### src/rtl/spi_cmd_rx_if.sv
`default_nettype none
// ============================================================================
// Module      : spi_cmd_rx_if
// Description : Host SPI pins and control_unit byte handshake for spi_cmd_rx.
// Revision    : 1.0  initial release
// ============================================================================
interface spi_cmd_rx_if #(
    parameter int FIFO_DEPTH = 16
);
    localparam int c_lvl_w = $clog2(FIFO_DEPTH) + 1;

    logic               spi_sck;
    logic               spi_mosi;
    logic               spi_cs_n;
    logic               spi_miso;
    logic               ctrl_ready;
    logic [7:0]         in_byte;
    logic               in_ready;
    logic               next;
    logic               clear_ovf;
    logic               overflow;
    logic [c_lvl_w-1:0] fifo_level;

    modport slave (
        input  spi_sck, spi_mosi, spi_cs_n, ctrl_ready, next, clear_ovf,
        output spi_miso, in_byte, in_ready, overflow, fifo_level
    );

    modport master (
        output spi_sck, spi_mosi, spi_cs_n, ctrl_ready, next, clear_ovf,
        input  spi_miso, in_byte, in_ready, overflow, fifo_level
    );
endinterface
`default_nettype wire

### src/rtl/spi_cmd_rx.sv
`default_nettype none
// ============================================================================
// Module      : spi_cmd_rx
// Description : Mode-0 SPI slave receiver with show-ahead byte FIFO and a
//               status byte returned on MISO.
// Revision    : 1.0  initial release
// ============================================================================
module spi_cmd_rx #(
    parameter int FIFO_DEPTH  = 16,
    parameter int SYNC_STAGES = 2
) (
    input  logic        clk,
    input  logic        reset,
    spi_cmd_rx_if.slave bus
);
    localparam int c_ptr_w = $clog2(FIFO_DEPTH);
    localparam int c_lvl_w = c_ptr_w + 1;

    logic [SYNC_STAGES-1:0] r_sck_sync;
    logic [SYNC_STAGES-1:0] r_mosi_sync;
    logic [SYNC_STAGES-1:0] r_cs_sync;
    logic                   r_sck_d;
    logic                   r_cs_d;

    logic                   w_sck;
    logic                   w_mosi;
    logic                   w_cs_n;
    logic                   w_sck_rise;
    logic                   w_sck_fall;
    logic                   w_cs_fall;

    logic [2:0]             r_bit_cnt;
    logic [6:0]             r_rx;
    logic [7:0]             r_tx;
    logic                   r_miso;
    logic                   w_byte_done;
    logic [7:0]             w_push_data;

    logic [7:0]             r_mem [FIFO_DEPTH];
    logic [c_ptr_w-1:0]     r_wr_ptr;
    logic [c_ptr_w-1:0]     r_rd_ptr;
    logic [c_lvl_w-1:0]     r_level;
    logic                   r_overflow;

    logic                   w_in_ready;
    logic                   w_full;
    logic                   w_pop;
    logic                   w_wr_en;
    logic                   w_drop;
    logic [4:0]             w_lvl_sat;
    logic [7:0]             w_status;

    // Input synchronisers; idle values match a deselected mode-0 bus.
    always_ff @(posedge clk or negedge reset) begin
        if (!reset) begin
            r_sck_sync  <= '0;
            r_mosi_sync <= '0;
            r_cs_sync   <= '1;
            r_sck_d     <= 1'b0;
            r_cs_d      <= 1'b1;
        end else begin
            r_sck_sync  <= {r_sck_sync[SYNC_STAGES-2:0], bus.spi_sck};
            r_mosi_sync <= {r_mosi_sync[SYNC_STAGES-2:0], bus.spi_mosi};
            r_cs_sync   <= {r_cs_sync[SYNC_STAGES-2:0], bus.spi_cs_n};
            r_sck_d     <= w_sck;
            r_cs_d      <= w_cs_n;
        end
    end

    assign w_sck      = r_sck_sync[SYNC_STAGES-1];
    assign w_mosi     = r_mosi_sync[SYNC_STAGES-1];
    assign w_cs_n     = r_cs_sync[SYNC_STAGES-1];
    assign w_sck_rise = w_sck & ~r_sck_d;
    assign w_sck_fall = ~w_sck & r_sck_d;
    assign w_cs_fall  = ~w_cs_n & r_cs_d;

    assign w_byte_done = ~w_cs_n & w_sck_rise & (r_bit_cnt == 3'd7);
    assign w_push_data = {r_rx, w_mosi};

    // Deselect discards any partial byte by clearing the counter and shifter.
    always_ff @(posedge clk or negedge reset) begin
        if (!reset) begin
            r_bit_cnt <= 3'd0;
            r_rx      <= 7'd0;
        end else if (w_cs_n) begin
            r_bit_cnt <= 3'd0;
            r_rx      <= 7'd0;
        end else if (w_sck_rise) begin
            r_bit_cnt <= r_bit_cnt + 3'd1;
            r_rx      <= {r_rx[5:0], w_mosi};
        end
    end

    assign w_in_ready = (r_level != '0);
    assign w_full     = (r_level == c_lvl_w'(FIFO_DEPTH));
    assign w_pop      = bus.next & w_in_ready;
    // Fullness is judged after a same-cycle pop frees a slot.
    assign w_wr_en    = w_byte_done & (~w_full | w_pop);
    assign w_drop     = w_byte_done & w_full & ~w_pop;

    always_ff @(posedge clk or negedge reset) begin
        if (!reset) begin
            for (int i = 0; i < FIFO_DEPTH; i++) begin
                r_mem[i] <= 8'd0;
            end
        end else if (w_wr_en) begin
            r_mem[r_wr_ptr] <= w_push_data;
        end
    end

    always_ff @(posedge clk or negedge reset) begin
        if (!reset) begin
            r_wr_ptr <= '0;
            r_rd_ptr <= '0;
            r_level  <= '0;
        end else begin
            if (w_wr_en) begin
                r_wr_ptr <= r_wr_ptr + c_ptr_w'(1);
            end
            if (w_pop) begin
                r_rd_ptr <= r_rd_ptr + c_ptr_w'(1);
            end
            if (w_wr_en && !w_pop) begin
                r_level <= r_level + c_lvl_w'(1);
            end else if (!w_wr_en && w_pop) begin
                r_level <= r_level - c_lvl_w'(1);
            end
        end
    end

    // Sticky drop flag; a new drop outranks a simultaneous clear.
    always_ff @(posedge clk or negedge reset) begin
        if (!reset) begin
            r_overflow <= 1'b0;
        end else if (w_drop) begin
            r_overflow <= 1'b1;
        end else if (bus.clear_ovf) begin
            r_overflow <= 1'b0;
        end
    end

    assign w_lvl_sat = (32'(r_level) > 32'd31) ? 5'd31 : 5'(r_level);
    assign w_status  = {bus.ctrl_ready, r_overflow, w_in_ready, w_lvl_sat};

    // Bit 7 goes out at select so the host's first rising edge can sample it.
    always_ff @(posedge clk or negedge reset) begin
        if (!reset) begin
            r_tx   <= 8'd0;
            r_miso <= 1'b0;
        end else if (w_cs_n) begin
            r_miso <= 1'b0;
        end else if (w_cs_fall) begin
            r_tx   <= w_status;
            r_miso <= w_status[7];
        end else begin
            if (w_byte_done) begin
                r_tx <= w_status;
            end
            if (w_sck_fall) begin
                r_miso <= r_tx[3'd7 - r_bit_cnt];
            end
        end
    end

    assign bus.spi_miso   = r_miso;
    assign bus.in_byte    = r_mem[r_rd_ptr];
    assign bus.in_ready   = w_in_ready;
    assign bus.overflow   = r_overflow;
    assign bus.fifo_level = r_level;
endmodule
`default_nettype wire

### src/flat_wrapper.sv
// flat-port wrapper written by rule: the top's interface ports become plain ports
module spi_cmd_rx_flat 
#(
    parameter int FIFO_DEPTH  = 16,
    parameter int SYNC_STAGES = 2
)
  (clk, reset, bus_spi_sck, bus_spi_mosi, bus_spi_cs_n, bus_ctrl_ready, bus_next, bus_clear_ovf, bus_spi_miso, bus_in_byte, bus_in_ready, bus_overflow, bus_fifo_level);
  spi_cmd_rx_if #(.FIFO_DEPTH(FIFO_DEPTH)) bus_i ();
  input  logic clk;
  input  logic reset;
  input wire logic [$bits(bus_i.spi_sck)-1:0] bus_spi_sck;
  input wire logic [$bits(bus_i.spi_mosi)-1:0] bus_spi_mosi;
  input wire logic [$bits(bus_i.spi_cs_n)-1:0] bus_spi_cs_n;
  input wire logic [$bits(bus_i.ctrl_ready)-1:0] bus_ctrl_ready;
  input wire logic [$bits(bus_i.next)-1:0] bus_next;
  input wire logic [$bits(bus_i.clear_ovf)-1:0] bus_clear_ovf;
  output wire logic [$bits(bus_i.spi_miso)-1:0] bus_spi_miso;
  output wire logic [$bits(bus_i.in_byte)-1:0] bus_in_byte;
  output wire logic [$bits(bus_i.in_ready)-1:0] bus_in_ready;
  output wire logic [$bits(bus_i.overflow)-1:0] bus_overflow;
  output wire logic [$bits(bus_i.fifo_level)-1:0] bus_fifo_level;
  assign bus_i.spi_sck = bus_spi_sck;
  assign bus_i.spi_mosi = bus_spi_mosi;
  assign bus_i.spi_cs_n = bus_spi_cs_n;
  assign bus_i.ctrl_ready = bus_ctrl_ready;
  assign bus_i.next = bus_next;
  assign bus_i.clear_ovf = bus_clear_ovf;
  assign bus_spi_miso = bus_i.spi_miso;
  assign bus_in_byte = bus_i.in_byte;
  assign bus_in_ready = bus_i.in_ready;
  assign bus_overflow = bus_i.overflow;
  assign bus_fifo_level = bus_i.fifo_level;
  spi_cmd_rx #(.FIFO_DEPTH(FIFO_DEPTH), .SYNC_STAGES(SYNC_STAGES)) u_core (.clk(clk), .reset(reset), .bus(bus_i));
endmodule
### config.mk
export PLATFORM = sky130hd
export DESIGN_NAME = spi_cmd_rx_flat
export DESIGN_NICKNAME = d
export VERILOG_FILES = /design/src/rtl/spi_cmd_rx_if.sv /design/src/rtl/spi_cmd_rx.sv /design/src/flat_wrapper.sv
export SDC_FILE = /design/constraint.sdc
export NUM_CORES = 1
export LEC_CHECK = 0
export CORE_MARGIN = 2
export CORE_UTILIZATION = 30
export CTS_CLUSTER_DIAMETER = 80
export DETAILED_ROUTE_END_ITERATION = 10
export MAX_ROUTING_LAYER = met4
export PLACE_DENSITY = 0.47
export SLEW_MARGIN = 20
export SYNTH_ARGS = -nofsm -noshare
export SYNTH_HDL_FRONTEND = slang
export SYNTH_SLANG_ARGS = --single-unit
export TNS_END_PERCENT = 30
### constraint.sdc
create_clock -name clk -period 7.69 [get_ports clk]
set_input_delay 1.538 -clock clk [delete_from_list [all_inputs] [get_ports clk]]
set_output_delay 1.538 -clock clk [all_outputs]
set_load 0.02 [all_outputs]
==> results of run 1 <==
## worst max-delay path, cell delays in order (launching register included)
cell and delay [ns]:
sky130_fd_sc_hd__dfrtp_2 0.41, sky130_fd_sc_hd__buf_4 0.57, sky130_fd_sc_hd__mux4_2 0.58, sky130_fd_sc_hd__a22oi_1 0.26, sky130_fd_sc_hd__nand2_1 0.11, sky130_fd_sc_hd__clkdlybuf4s50_1 0.55
## how the worst min path moves through the flow
stage | slack (ns) | depth (start not counted) | from | end
finish | 0.35 | 0 | u_core.r_sck_sync[0] | u_core.r_sck_sync[1]
global route | 0.36 | 0 | u_core.r_cs_sync[0] | u_core.r_cs_sync[1]
floorplan | 0.33 | 0 | u_core.r_mosi_sync[0] | u_core.r_mosi_sync[1]
global placement | 0.34 | 0 | u_core.r_sck_sync[0] | u_core.r_sck_sync[1]
CTS | 0.35 | 0 | u_core.r_sck_sync[0] | u_core.r_sck_sync[1]
detailed placement | 0.34 | 0 | u_core.r_sck_sync[0] | u_core.r_sck_sync[1]
## synthesized netlist by cell type, types with 3 or more instances
library cell,number
sky130_fd_sc_hd__nand3_4,4
sky130_fd_sc_hd__nor2b_1,8
sky130_fd_sc_hd__a22oi_1,16
sky130_fd_sc_hd__xnor2_1,8
sky130_fd_sc_hd__a21oi_1,11
sky130_fd_sc_hd__nor2_1,5
sky130_fd_sc_hd__and3_4,8
sky130_fd_sc_hd__clkbuf_1,15
sky130_fd_sc_hd__mux4_2,33
sky130_fd_sc_hd__mux2_4,64
sky130_fd_sc_hd__dfstp_2,3
sky130_fd_sc_hd__buf_6,9
sky130_fd_sc_hd__nand3_1,4
sky130_fd_sc_hd__nand2_1,34
sky130_fd_sc_hd__buf_2,8
sky130_fd_sc_hd__ha_1,12
sky130_fd_sc_hd__dfrtp_1,166
sky130_fd_sc_hd__mux2_2,73
sky130_fd_sc_hd__and3_1,4
sky130_fd_sc_hd__o21ai_0,5
sky130_fd_sc_hd__inv_1,7
sky130_fd_sc_hd__mux2i_1,4
sky130_fd_sc_hd__buf_1,4
## area by class of cell
type	count	area, um^2	share of cell area, %
Timing Repair Buffer	28	269	2.94
Sequential cell	169	4230	46.2
Multi-Input combinational cell	317	3590	39.2
Inverter	7	26.3	0.287
Clock inverter	13	166	1.82
Clock buffer	19	443	4.84
Tap cell	341	427	4.66
## routing by layer
layer | vias up | track usage (%) | part of all wire [%]
met3 | 8 | 3.69 | 3.7
met2 | 66 | 22.8 | 48
met4 | 0 | 3.79 | 0.74
met1 | 2386 | 19.6 | 47
met5 | - | - | 0
li1 | 1966 | - | -
## report_power, final
group	internal (mW)	switching, mW	leakage (nW)
Clock	0.523	0.369	0.291
Combinational	0.180	0.257	1.50
Sequential	0.934	0.0644	2.30
Total	1.64	0.690	4.10
## cells by family (layout without fill, tap and decap cells)
logic type      Yosys count  in the layout  synth area share (%)
simple gates             79             79                  6.21
mux                     174            174                  31.8
fa+ha+maj                13             13                  2.11
xor+xnor                 10             10                  1.08
flops                   169            169                  52.4
buf+inv                  44             67                  3.14
compound gates           41             41                  3.33
## stage by stage
step	area, um^2	hold slack (ns)	instances	power, mW
final	9160	0.350	894	2.33
after global placement	8550	0.336	862	1.45
after CTS	9160	0.354	894	2.36
after global routing	9160	0.360	894	2.45
after floorplan	8080	0.331	530	1.29
after detailed placement	8550	0.339	862	1.46
## sequential cells by signal (all words and copies together) (netlist names)
name,count
u_core.bus.fifo_level,5
u_core.bus.overflow,1
u_core.bus.spi_miso,1
u_core.r_bit_cnt,3
u_core.r_cs_d,1
u_core.r_cs_sync,2
u_core.r_mem,128
u_core.r_mosi_sync,2
u_core.r_rd_ptr,4
u_core.r_rx,7
u_core.r_sck_d,1
u_core.r_sck_sync,2
u_core.r_tx,8
u_core.r_wr_ptr,4
==> results.ini, run 1 <==
[critical_path]
r2r-start = u_core.r_bit_cnt[1]
arrival_time_at_the_worst_endpoint_ns = 2.93
timing_worst_setup_path_type = register to output pin
worst_ep_required_time_ns = 6.15
critical_path.reg2reg.endpoint = u_core.bus.fifo_level[4]
critical_path.max_fanout = 31
crit_start = u_core.r_rd_ptr[0]
worst_reg_to_reg_setup_slack_ns = 4.47
worstSetupStartpointType = register
timing.reg2reg.worst_path_depth = 12
cp-endpoint = bus_in_byte[3]
setup.worst_path.end_class = output pin

[yosys]
ys_seq_area_share_pct = 52.4
netlist.top_cell.by_area = sky130_fd_sc_hd__dfrtp_1
number_of_nets_in_the_synthesized_netlist = 551
synth.top_cells.by_area = sky130_fd_sc_hd__dfrtp_1 (51%), sky130_fd_sc_hd__mux2_4 (12%), sky130_fd_sc_hd__mux2_2 (10%)
synth.avg_cell_area_um2 = 15.2
post_synth_inst_count = 530
synthesis.area_um2 = 8080
synth_cell_type_count = 44
async_reset_ff_share_pct = 100
synth-edff-count = 0
postSynth.topFlopCell = sky130_fd_sc_hd__dfrtp_1
yosysWarnings = 0
flip_flop_and_latch_count_after_synthesis = 169
synth_largest_type_area_fraction_pct = 51.4

[route]
wl_per_cell_um = 21.1
avgViaCountPerCell = 4.95
drt_drc_violations_left = 0
ant_nets = 0
route.vias.total = 4426
dr_iter_0_viols = 254
routed_wirelength_um = 18900
drt_first_pass_iters = 4

[clock_tree]
tritoncts_buffer_count = 17
root_buffer = sky130_fd_sc_hd__clkbuf_16
holdBufCountCts = 0
clk_latency_ns = 0.43
cts_tree = done
cts_resized = 0
clock_tree.htree_level_count = 4
postCtsSetupRepairBufs = 0
clk_pin_slew_worst_paths_ns = 0.06
clock_tree.buffer_depth = 2
clock_sink_count = 169

[floorplan]
rows = 60
die_height_um = 168
initial_core_util_pct = 30.2
die_w_um = 168
io_pins = 24
core_area_um2 = 26700
die_ar_um2 = 28300

[job]
drv_cap = 0

[power]
power.density_nw_per_um2 = 254
ir_worst_vdd_mv = 0.147
power.leakage_nw = 4.10

[finish]
fin_nets = 561
share_of_final_layout_standard_cells_stronger_than_drive_strength_1_pct = 40.9
nFillCells = 2560
mostFrequentLayoutCell = sky130_fd_sc_hd__dfrtp_1
final_cell_mix = sky130_fd_sc_hd__dfrtp_1 (165), sky130_fd_sc_hd__mux2_2 (73), sky130_fd_sc_hd__mux2_4 (64)
antennaDiodeCount = 0
fin_util_pct = 34.3
area_overhead_of_the_layout_relative_to_synthesis_pct = 13.3

[timing]
min_period_ns = 4.47
relSlewSlack_pct = 35.0
min_period_over_period_pct = 58.1
finalWorstSetupSlack_ns = 3.22
maxClockFrequency_mhz = 224
final-setup-viol-count = 0
slew_viol_final = 0
rsz_0062_raised_after_global_routing = false
finalSetupTns_ns = 0
final_setup_skew_ns = 0.0136
timing_worst_slew_pin_value_ns = 0.973
hold_viol_final = 0

[status]
run_status = finished clean

[placement]
dp.final_hpwl_um = 11600
worst_setup_timing_slack_at_the_placement_stage_ns = 3.48
gp_congestion = 0.714
numPortBuffers = 23

[grt]
antenna_violations_before_repair = 0
largest_net_degree_at_the_start_of_global_routing = 98
grt_first_pass_wirelength_um = 30200
gr-usage-all-layers_pct = 14.8
grt_pass1_vias = 4855
overflow = 0

[hold_path]
hold_path_class = register to register

Note: power is estimated with default switching activity, not from simulation.
==> inputs of run 2 (changes only) <==
clock period = 4.5 ns   (was 7.69 ns; I/O delays follow)
==> run 2 against run 1 <==
  * Sequential power grew 74%
  * Sequential share of layout area grew 0.14 points
  * Global-route usage shrank 0.27 points
  * Design area shrank 0.30%
  * Clock skew shrank 0.0068 ns
  * Critical path depth is the same
  * Power grew 64%
==> results.ini, run 2 (synthesis results as in run 1) <==
[finish]
area_overhead_of_the_layout_relative_to_synthesis_pct = 13.0
mostFrequentLayoutCell = sky130_fd_sc_hd__dfrtp_1
largestRegisters = u_core.r_mem x128, u_core.r_tx x8, u_core.r_rx x7
nFillCells = 2568
fin_nets = 564
final_cell_mix = sky130_fd_sc_hd__dfrtp_1 (165), sky130_fd_sc_hd__mux2_2 (73), sky130_fd_sc_hd__mux2_4 (64)
fin_cells = 897
fin_util_pct = 34.2
share_of_final_layout_standard_cells_stronger_than_drive_strength_1_pct = 41.4
largest_register_ffs = 128
antennaDiodeCount = 0
regMostFlops = u_core.r_mem

[grt]
largest_net_degree_at_the_start_of_global_routing = 94
grt_first_pass_wirelength_um = 29700
overflow = 0
antenna_violations_before_repair = 0
gr-usage-all-layers_pct = 14.5
grt_pass1_vias = 4870

[clock_tree]
clock_tree.htree_level_count = 4
root_buffer = sky130_fd_sc_hd__clkbuf_16
clock_tree.buffer_depth = 2
postCtsSetupRepairBufs = 0
clk_pin_slew_worst_paths_ns = 0.07
clock_sink_count = 169
cts_tree = done
clk_latency_ns = 0.43
tritoncts_buffer_count = 17
holdBufCountCts = 0
cts_resized = 0

[floorplan]
die_w_um = 168
die_height_um = 168
die_ar_um2 = 28300
core_area_um2 = 26700
initial_core_util_pct = 30.2
io_pins = 24
rows = 60

[route]
dr_iter_0_viols = 251
drt_drc_violations_left = 0
ant_nets = 0
avgViaCountPerCell = 4.89
routed_wirelength_um = 18600
route.vias.total = 4383
wl_per_cell_um = 20.7
drt_first_pass_iters = 6

[critical_path]
worst_ep_required_time_ns = 3.60
setup.worst_path.end_class = output pin
arrival_time_at_the_worst_endpoint_ns = 2.98
worst_reg_to_reg_setup_slack_ns = 1.36
timing_worst_setup_path_type = register to output pin
worstSetupStartpointType = register
critical_path.max_fanout = 29

[timing]
final-setup-viol-count = 0
maxClockFrequency_mhz = 257
finalWorstSetupSlack_ns = 0.616
hold_viol_final = 0
slew_viol_final = 0
min_period_over_period_pct = 86.3
timing_worst_slew_pin_value_ns = 0.899
final_setup_skew_ns = 0.00679
finalSetupTns_ns = 0
rsz_0062_raised_after_global_routing = false
min_period_ns = 3.88
relSlewSlack_pct = 40.1

[power]
power.leakage_nw = 4.09
ir_worst_vdd_mv = 0.263
power.density_nw_per_um2 = 419

[placement]
numPortBuffers = 23
gp_congestion = 0.766
dp.cells = 865
dp.final_hpwl_um = 11700
worst_setup_timing_slack_at_the_placement_stage_ns = 0.978

[job]
drv_cap = 0

[status]
run_status = finished clean

[hold_path]
hold_path_class = register to register

-- run 2: critical path, cell delays in order, from the launching register on --
cell and delay [ns]:
sky130_fd_sc_hd__dfrtp_2 0.49, sky130_fd_sc_hd__buf_4 0.56, sky130_fd_sc_hd__mux4_2 0.60, sky130_fd_sc_hd__a22oi_1 0.26, sky130_fd_sc_hd__nand2_1 0.10, sky130_fd_sc_hd__clkdlybuf4s50_1 0.54
-- run 2: layer usage --
metal  vias to the layer above  wire length, um  global-route usage (%)
met5                         -                0                       -
met4                         0              202                    3.82
met3                        15              489                    3.03
met2                        59             8740                    22.1
met1                      2340             9150                    19.8
li1                       1969                -                       -
-- run 2: final cells by class --
cell class	count	area (um^2)	share of cell area [%]
well taps	341	427	4.67
multi-input cells	317	3590	39.4
inverters	7	26.3	0.288
clock buffers	17	425	4.66
flip-flops and latches	169	4230	46.4
clock inverters	15	121	1.33
repair buffers	31	304	3.33
-- run 2: stage by stage --
stage	hold slack (ns)	power [mW]	instance area [um^2]
2_1_floorplan	0.331	2.21	8080
3_3_place_gp	0.334	2.49	8590
3_5_place_dp	0.343	2.50	8590
4_1_cts	0.360	3.88	9130
5_1_grt	0.367	4.02	9130
6_report	0.358	3.83	9130
-- run 2: final timing paths --
kind | cells after the start | from | to
setup / recovery | 5 | u_core.r_rd_ptr[0] | bus_in_byte[1]
hold / removal | 0 | u_core.r_mosi_sync[0] | u_core.r_mosi_sync[1]
setup reg to reg | 9 | u_core.bus.fifo_level[1] | u_core.bus.fifo_level[4]
hold reg to reg | 0 | u_core.r_mosi_sync[0] | u_core.r_mosi_sync[1]
max in group asynchronous | 2 | reset | u_core.r_cs_sync[1]
min in group asynchronous | 1 | reset | u_core.r_mem[59]
-- run 2: power by group --
group          leakage, nW  switching (mW)  internal, mW
clock network        0.263           0.652         0.717
registers             2.30           0.148          1.60
logic                 1.52           0.390         0.325
total                 4.09            1.19          2.64
==> inputs of run 3 (changes only) <==
CTS_BUF_LIST = sky130_fd_sc_hd__clkbuf_2   (was not set)
GPL_ROUTABILITY_DRIVEN = 0   (was not set)
GPL_TIMING_DRIVEN = 0   (was not set)
==> run 3 against run 2 <==
  * Critical path depth grew 1
  * Power decreased by 14%
  * Core utilization is 0.42 points lower
  * Register-to-register slack worse by 0.02 ns
  * Via count grew 2.5%
  * Hold slack got worse by 0.25 ns
  * Design area is 1.2% lower
  * Setup slack lost 0.35 ns
  * Routed wire length down 1.0%
  * Fmax down 8.2%
  * Die area is the same
  * Critical path type unchanged
  * Critical endpoint unchanged
  * Largest power group unchanged
==> results.ini, run 3 (synthesis results as in run 1) <==
[clock_tree]
tritoncts_buffer_count = 17
clock_sink_count = 169
clock_tree.buffer_depth = 2
clk_latency_ns = 0.75
clk_pin_slew_worst_paths_ns = 0.30
clock_tree.htree_level_count = 4
postCtsSetupRepairBufs = 0
holdBufCountCts = 0
cts_tree = done
root_buffer = sky130_fd_sc_hd__clkbuf_2

[placement]
worst_setup_timing_slack_at_the_placement_stage_ns = 0.611
numPortBuffers = 23
dp.final_hpwl_um = 12300
post_dp_area_um2 = 8770

[timing]
rsz_0062_raised_after_global_routing = true
timing_worst_slew_pin_value_ns = 0.921
min_period_over_period_pct = 94.0
maxClockFrequency_mhz = 236
final-setup-viol-count = 0
final_setup_skew_ns = 0.0472
min_period_ns = 4.23
finalWorstSetupSlack_ns = 0.271
finalHoldWorstSlack_ns = 0.111
hold_viol_final = 0
slew_viol_final = 0
relSlewSlack_pct = 38.3

[finish]
mostFrequentLayoutCell = sky130_fd_sc_hd__dfrtp_1
area_overhead_of_the_layout_relative_to_synthesis_pct = 11.6
final_cell_mix = sky130_fd_sc_hd__dfrtp_1 (166), sky130_fd_sc_hd__mux2_2 (73), sky130_fd_sc_hd__mux2_4 (64)
fin_nets = 594
share_of_final_layout_standard_cells_stronger_than_drive_strength_1_pct = 41.6
regMostFlops = u_core.r_mem
largest_register_ffs = 128
fin_util_pct = 33.8
largestRegisters = u_core.r_mem x128, u_core.r_tx x8, u_core.r_rx x7
final_cell_area_um2 = 9020

[grt]
grt_busiest_layer = met2
grt_pass1_vias = 5010
met1_usage_pct = 19.0
globalRouteMet2Util_pct = 22.4
grt_first_pass_wirelength_um = 29900
antenna_violations_before_repair = 1
overflow = 0
largest_net_degree_at_the_start_of_global_routing = 89
gr-usage-all-layers_pct = 14.5
grt_util_met3_pct = 3.29

[route]
drt_first_pass_iters = 4
wl_per_cell_um = 19.8
routed_wirelength_um = 18400
ant_nets = 0
drt_drc_violations_left = 0
route.vias.total = 4492
dr_iter_0_viols = 234
avgViaCountPerCell = 4.84

[floorplan]
initial_core_util_pct = 30.2
die_w_um = 168
die_height_um = 168
io_pins = 24
core_area_um2 = 26700
rows = 60
die_ar_um2 = 28300

[critical_path]
timing_worst_setup_path_type = register to output pin
worstPathCellList = buf_2 > clkbuf_4 > mux4_2 > a22oi_1 > nand2_1 > clkdlybuf4s50_1
worst_path_largest_cell_delay_ns = 0.56
cpMaxStageDelayCell = sky130_fd_sc_hd__clkdlybuf4s50_1
worst_ep_required_time_ns = 3.60
critical_path.max_fanout = 10
arrival_time_at_the_worst_endpoint_ns = 3.33
family_with_the_most_delay_on_the_worst_path = buffers and inverters
worstSetupStartpointType = register
setup.worst_path.end_class = output pin
buffer_and_inverter_count_on_the_worst_path = 3

[power]
power.leakage_nw = 4.08
ir_worst_vdd_mv = 0.265
total_switching_power_mw = 1.17
combinationalPowerShare_pct = 23.9
cell_internal_pwr_mw = 2.11
design_power_total_mw = 3.28
seq_power_share_pct = 51.6
clock_power_share_pct = 24.5
switching_share_pct = 35.7
power.density_nw_per_um2 = 364

[hold_path]
hold_path_class = input port to async pin

[job]
drv_cap = 0

[status]
run_status = finished clean

[run 3: final timing paths]
check	start	to	slack [ns]	cells after the start
min in group clk	u_core.r_cs_sync[0]	u_core.r_cs_sync[1]	0.36	0
max reg2reg	u_core.r_bit_cnt[0]	u_core.bus.fifo_level[4]	1.34	13
max	u_core.r_rd_ptr[0]	bus_in_byte[1]	0.27	6
max in group asynchronous	reset	u_core.r_rd_ptr[3]	3.52	2
min	reset	u_core.r_mem[78]	0.11	1
min reg2reg	u_core.r_cs_sync[0]	u_core.r_cs_sync[1]	0.36	0
[run 3: through the flow]
step / cells / TNS [ns]
after floorplan: 530 / 0
after global placement: 894 / -709.37
after detailed placement: 895 / 0
after CTS: 927 / 0
after global routing: 928 / -0.0159
final: 928 / 0
[run 3: final cells by class]
type / count / area [um^2]
fill: 2601 / 17700
sequential: 169 / 4230
multi-input combinational: 317 / 3590
tap: 341 / 427
timing repair buffer: 24 / 263
buffer: 37 / 244
clock inverter: 15 / 145
clock buffer: 17 / 85.1
inverter: 7 / 26.3
antenna: 1 / 2.50
[run 3: power by group through the flow]
stage	Clock, mW	Combinational [mW]	Sequential [mW]
after floorplan	0	0.487	1.72
after global placement	0	0.777	1.72
after detailed placement	0	0.789	1.72
after CTS	0.855	0.801	1.70
after global routing	0.924	0.867	1.71
final	0.806	0.784	1.69
[run 3: timing repair]
action | 4_1_cts | 5_1_grt
endpoints found under the hold margin | 0 | 0
endpoints found under the setup margin | 8 | 5
resized for setup | 6 | 2
[run 3: per-layer routing]
metal,vias up,wire (um)
met1,2401,8660
li1,2015,-
met5,-,0
met2,66,8990
met3,10,441
met4,0,299
